<file path="src/rtl/gf2mz_coef_loader.sv">
// Coefficient loader: packs d m-bit GF(2^m) elements per word (slot 0 in the MSBs)
// and writes ceil(n/d) words to a single-port operand RAM, then pulses done.
module gf2mz_coef_loader #(
    parameter int n     = 83,
    parameter int m     = 67,
    parameter int d     = 5,
    parameter int WIDTH = m * d,
    parameter int DEPTH = (n / d) + (((n % d) != 0) ? 1 : 0),
    parameter int AW    = (DEPTH > 1) ? $clog2(DEPTH) : 1
) (
    input  logic             clk,
    input  logic             rst_b,
    input  logic             start,
    input  logic             in_valid,
    output logic             in_ready,
    input  logic [m-1:0]     in_coef,
    output logic             mem_we,
    output logic [AW-1:0]    mem_addr,
    output logic [WIDTH-1:0] mem_do,
    output logic             busy,
    output logic             done
);
    localparam int IW = (n > 1) ? $clog2(n) : 1;
    localparam int SW = (d > 1) ? $clog2(d) : 1;
    localparam logic [IW-1:0] LAST_IDX  = IW'(n - 1);
    localparam logic [SW-1:0] LAST_SLOT = SW'(d - 1);

    typedef enum logic [1:0] {IDLE, LOAD, FLUSH, DONE} state_t;

    state_t           state, state_next;
    logic [IW-1:0]    idx;
    logic [SW-1:0]    slot;
    logic [AW-1:0]    word;
    logic [WIDTH-1:0] pack, pack_ins;
    logic             hs, last_coef, word_full;

    assign hs        = in_valid & in_ready;
    assign last_coef = (idx == LAST_IDX);
    assign word_full = (slot == LAST_SLOT);

    // Pack register with the incoming coefficient dropped into the current slot.
    always_comb begin
        pack_ins = pack;
        for (int s = 0; s < d; s++) begin
            if (slot == SW'(s)) begin
                pack_ins[WIDTH-1-s*m -: m] = in_coef;
            end
        end
    end

    always_ff @(posedge clk or posedge rst_b) begin
        if (rst_b) begin
            state <= IDLE;
        end else begin
            state <= state_next;
        end
    end

    always_comb begin
        state_next = state;
        in_ready   = 1'b0;
        busy       = 1'b0;
        done       = 1'b0;
        case (state)
            IDLE: begin
                if (start) begin
                    state_next = LOAD;
                end
            end
            LOAD: begin
                in_ready = 1'b1;
                busy     = 1'b1;
                if (hs && last_coef) begin
                    state_next = FLUSH;
                end
            end
            FLUSH: begin
                busy       = 1'b1;
                state_next = DONE;
            end
            DONE: begin
                done       = 1'b1;
                state_next = IDLE;
            end
            default: state_next = IDLE;
        endcase
    end

    // Word and index counters saturate on the final coefficient so they never wrap.
    always_ff @(posedge clk or posedge rst_b) begin
        if (rst_b) begin
            idx      <= '0;
            slot     <= '0;
            word     <= '0;
            pack     <= '0;
            mem_we   <= 1'b0;
            mem_addr <= '0;
            mem_do   <= '0;
        end else begin
            mem_we <= 1'b0;
            if (state == IDLE && start) begin
                idx  <= '0;
                slot <= '0;
                word <= '0;
                pack <= '0;
            end
            if (hs) begin
                if (word_full || last_coef) begin
                    mem_we   <= 1'b1;
                    mem_addr <= word;
                    mem_do   <= pack_ins;
                    pack     <= '0;
                    slot     <= '0;
                    if (!last_coef) begin
                        word <= word + AW'(1);
                    end
                end else begin
                    pack <= pack_ins;
                    slot <= slot + SW'(1);
                end
                if (!last_coef) begin
                    idx <= idx + IW'(1);
                end
            end
        end
    end
endmodule

</file>
<file path="config.mk">
export PLATFORM = sky130hd
export DESIGN_NAME = gf2mz_coef_loader
export DESIGN_NICKNAME = d
export VERILOG_FILES = /design/src/rtl/gf2mz_coef_loader.sv
export SDC_FILE = /design/constraint.sdc
export NUM_CORES = 2
export LEC_CHECK = 0
export CORE_ASPECT_RATIO = 0.75
export CORE_MARGIN = 5
export CORE_UTILIZATION = 52
export CTS_BUF_LIST = sky130_fd_sc_hd__clkbuf_16
export DETAILED_ROUTE_END_ITERATION = 16
export PLACE_DENSITY = 0.88
export SLEW_MARGIN = 0
export SYNTH_ARGS = -nofsm -noshare
export SYNTH_HDL_FRONTEND = slang
export SYNTH_SLANG_ARGS = --single-unit
</file>
<file path="constraint.sdc">
create_clock -name clk -period 35.3 [get_ports clk]
set_input_delay 10.59 -clock clk [delete_from_list [all_inputs] [get_ports clk]]
set_output_delay 10.59 -clock clk [all_outputs]
set_load 0.1 [all_outputs]
</file>
### Word level (Yosys, flattened, before mapping)

Cells that the tools add are included.

* $mul: 0
* magnitude comparators: 0
* reductions and logical operators: 9
* shift operators: 0
* equality and inequality tests: 10
* divide/modulo/power cells: 0
* add/subtract/negate cells: 3
* bitwise gates (word level): 1
* muxes and demuxes: 26

Operators by type and width (number)
* 335-bit 2-to-1 mux: 3
* 67-bit 2-to-1 mux: 5
* 7-bit 2-to-1 mux: 3
* 5-bit 2-to-1 mux: 4
* 3-bit 2-to-1 mux: 3
* 2-bit case mux with 4 select lines: 1
* 7-bit by 1-bit adder with 7-bit output (second input constant): 1
* 7-bit equality test (second input constant): 1
* 3-bit by 2-bit equality test with 1-bit output (second input constant): 2
* 5-bit by 1-bit adder with 5-bit output (second input constant): 1
* 1-bit 2-to-1 mux: 5
* 2-bit equality test (second input constant): 2
* 2-bit 2-to-1 mux: 2
* 2-bit != test (second input constant): 2
* 2-bit AND reduction: 2
* 3-bit by 1-bit adder with 3-bit output (second input constant): 1
* 3-bit by 1-bit equality test with 1-bit output (second input constant): 1
* 3-bit equality test (second input constant): 1
* 3-bit zero test: 1
* 2-bit by 1-bit equality test with 1-bit output (second input constant): 1
* 1-bit logical AND: 2
* 2-bit zero test: 1
* 2-bit nonzero test: 1
* 2-bit OR reduction: 1
* other kinds (2): 2

* memory bits (writable): 0
* output and inout port bits: 344
* register bits: 693
* memories: 0
* word-level logic and storage cells: 57
* bits of input ports: 71
* memory bits (read-only): 0
* latch bits: 0

### Longest topological paths before layout

* word-level depth: 6
* mapped depth: 10

### Least setup slack after synthesis

OpenSTA, ideal clock, no wires.

* path type: input to register
* start point: in in_valid
* end point: reg pack[221]
* stages: 7
* setup slack: 23180 ps
* data required time: 35234 ps
* arrival time: 12054 ps
* path buffers: 3
* cell sequence: and2_1 -> clkbuf_1 -> o21a_1 -> a31o_2 -> clkbuf_1 -> buf_1 -> a22o_1

* cells in the longest elaborated chain, start to end: 2

RTL lines
* start: declaration: RTL line 14 `input logic in_valid,`
* 1-bit AND *: RTL line 37 `assign hs = in_valid & in_ready;`
* 335-bit 2-to-1 mux / 2-bit nonzero test (equally long branches)
* end signal: assignment: RTL line 118 `pack <= pack_ins;`
* end: declaration: RTL line 34 `logic [WIDTH-1:0] pack, pack_ins;`

Every way passes the cells marked *; elsewhere a longest branch is shown, timed or not.
A chain may end at the register's enable or synchronous reset.

==> impl_metrics.json <==
{
  "mostFrequentLayoutCell": "dfrtp_1",
  "antenna_found_initial": 1,
  "cp_data_required_time_ns": 35.87,
  "grt_pass1_wl_um": 124000,
  "ctsHoldBuffers": 0,
  "globalRouteOverflowTotal": 0,
  "num-nets-final": 2398,
  "cts_max_path_buffers": 3,
  "drt-initial-drc-count": 1645,
  "firstDrtPassIters": 5,
  "rr_startpoint": "idx[0]",
  "finalSetupTns_ns": 0,
  "seqCellArea_um2": 17300,
  "grt_pass1_vias": 20300,
  "yosysTopAreaCell": "dfrtp_1",
  "cp_max_fo": 194,
  "syn2layout_area_growth_pct": 22.4,
  "routed_wl_um": 79200,
  "period_share": 0.397,
  "syn_nets": 2101,
  "rsz0062_at_grt": "no",
  "synthAdderAreaFrac": 0.00554,
  "finalMaxSlewViolations": 0,
  "clk_pin_slew_ns": 0.06,
  "die_area_um2": 61300,
  "cp.arrival_ns": 14.58,
  "grt_max_degree": 195,
  "drc": 0,
  "finalCriticalPeriod_ns": 14.01,
  "avgViaCountPerCell": 6.05,
  "finClkSkew_ns": 0.0134,
  "synth_top_area_frac": 0.591,
  "setup_viol": 0,
  "cts_setup_buffers": 0,
  "outcome": "finished clean",
  "htree_num_levels": 3,
  "synth_cells": 2017,
  "fmax_mhz": 71.4,
  "end_kind": "asynchronous set/reset pin",
  "yosysWarnings": 0,
  "netlist_top_cells_area": "dfrtp_1 (59%), mux2_2 (19%), a22o_1 (8.0%), mux2_1 (6.7%), and2_1 (1.5%)",
  "criticalPathCategory": "in2async",
  "synth_area_um2": 29300,
  "layout-drive-gt1-share": 0.269,
  "clock-root-buffer": "clkbuf_16",
  "multiInputGateArea_um2": 11100,
  "place_congestion": 0.809,
  "hp-class": "reg2reg",
  "wire_per_inst_um": 25.6,
  "setup.worst_path.start_class": "input port",
  "final_cell_mix": "dfrtp_1 (693), mux2_2 (501), clkdlybuf4s50_1 (412)",
  "yosys-mux-area-fraction": 0.260,
  "antennaDiodeCount": 0,
  "synth-seq-area-share": 0.591,
  "setup_slack_ns": 21.29,
  "die_w_um": 284,
  "vias": 18700,
  "ioPinCount": 415,
  "portBuffers": 414,
  "synth_cell_types": 40,
  "synth-simple-area-share": 0.0226,
  "die_h_um": 216,
  "holdCritStartpoint": "pack[66]",
  "cts_tree": "built",
  "grt_use_total": 0.255,
  "cts_made_buffers": 68,
  "cts-resized-gates": 0,
  "std_cell_rows": 75,
  "finalHoldViolCount": 0,
  "dp_hpwl_um": 47200,
  "avgSynthCellArea_um2": 14.5,
  "synth_top_family_by_area": "multiplexers",
  "ant_nets": 0,
  "start_util": 0.525,
  "synth-seq-cells": 693,
  "cp-startpoint": "rst_b",
  "relSlewSlack": 0.159,
  "synth_xor_area_frac": 0.000597,
  "insertion_delay_ns": 0.60,
  "cap_viol_max_count": 0,
  "filler_cell_count": 3788,
  "synth-compound-area-share": 0.0869,
  "core_area_um2": 55900,
  "clock_sinks": 693,
  "place_ws_ns": 20.58,
  "worstMarginPinSlew_ns": 1.26
}
==> sequential cells by signal, summed over array words and instances (netlist names) <==
name      cells
word          5
mem_we        1
slot          3
pack        335
mem_do      335
idx           7
state         2
mem_addr      5
==> logic make-up (layout without fill, tap and decap cells) <==
| group | count (synthesis) | count (layout) |
|---|---|---|
| buf+inv | 220 | 565 |
| xor+xnor | 2 | 2 |
| simple gates | 114 | 114 |
| compound gates | 298 | 298 |
| flops | 693 | 693 |
| fa+ha+maj | 13 | 13 |
| mux | 677 | 677 |
==> final cells by class <==
cell class | count | share of cell area
clock buffers | 70 | 0.0488
clock inverters | 48 | 0.0115
inverters | 11 | 0.00136
multi-input cells | 1104 | 0.309
flip-flops and latches | 693 | 0.483
well taps | 731 | 0.0255
repair buffers | 436 | 0.121
==> path summary, 6_finish.rpt <==
| kind | depth (start not counted) | slack, ns | to |
|---|---|---|---|
| hold / removal | 1 | 0.48 | pack[66] |
| max in group clk | 6 | 21.92 | mem_do[15] |
| setup / recovery | 5 | 21.29 | pack[12] |
| setup reg to reg | 8 | 31.27 | mem_do[15] |
| hold reg to reg | 1 | 0.48 | pack[66] |
| min in group asynchronous | 2 | 10.54 | pack[192] |
==> stage by stage <==
stage / util / cell area [um2] / hold WS (ns) / cells
final: 0.642 / 35900 / 0.480 / 3093
after global routing: 0.642 / 35900 / 0.487 / 3093
after CTS: 0.642 / 35900 / 0.484 / 3093
after detailed placement: 0.603 / 33700 / 0.465 / 2975
after global placement: 0.603 / 33700 / 0.463 / 2975
after floorplan: - / 29300 / 0.447 / 2017
==> per-layer routing <==
| metal | up-vias | routed length [um] | track usage |
|---|---|---|---|
| li1 | 7874 | - | - |
| met1 | 9997 | 34900 | 0.361 |
| met2 | 703 | 37500 | 0.402 |
| met3 | 126 | 5000 | 0.0538 |
| met4 | 2 | 1860 | 0.0749 |
| met5 | - | 10 | 0 |
==> worst max-delay path, cell delays in order <==
cell	delay [ns]
clkdlybuf4s50_1	0.49
inv_8	0.60
buf_12	0.71
buf_4	0.86
buf_4	0.88
==> synthesized netlist by cell type <==
master / count
a211o_1: 2
a21boi_0: 1
a21o_1: 1
a21oi_1: 3
a21oi_4: 1
a22o_1: 268
a31o_2: 2
a31oi_1: 1
and2_1: 71
and3_1: 1
and4_1: 1
buf_1: 75
buf_2: 9
buf_4: 26
buf_6: 6
clkbuf_1: 93
dfrtp_1: 693
ha_1: 13
inv_1: 11
mux2_1: 175
mux2_2: 501
mux2i_1: 1
nand2_1: 12
nand3_1: 13
nand3b_1: 2
nor2_1: 5
nor2b_1: 1
nor3_1: 2
nor4_1: 3
o211ai_1: 4
o21a_1: 1
o21ai_0: 8
o21ai_1: 3
o22ai_1: 2
o2bb2ai_1: 1
or2_1: 1
or3_1: 1
or4b_4: 1
xnor2_1: 1
xor2_1: 1
Power is left out: the tool's default activity adds up to more than one toggle a clock period on the data nets, which glitch-free logic cannot reach.
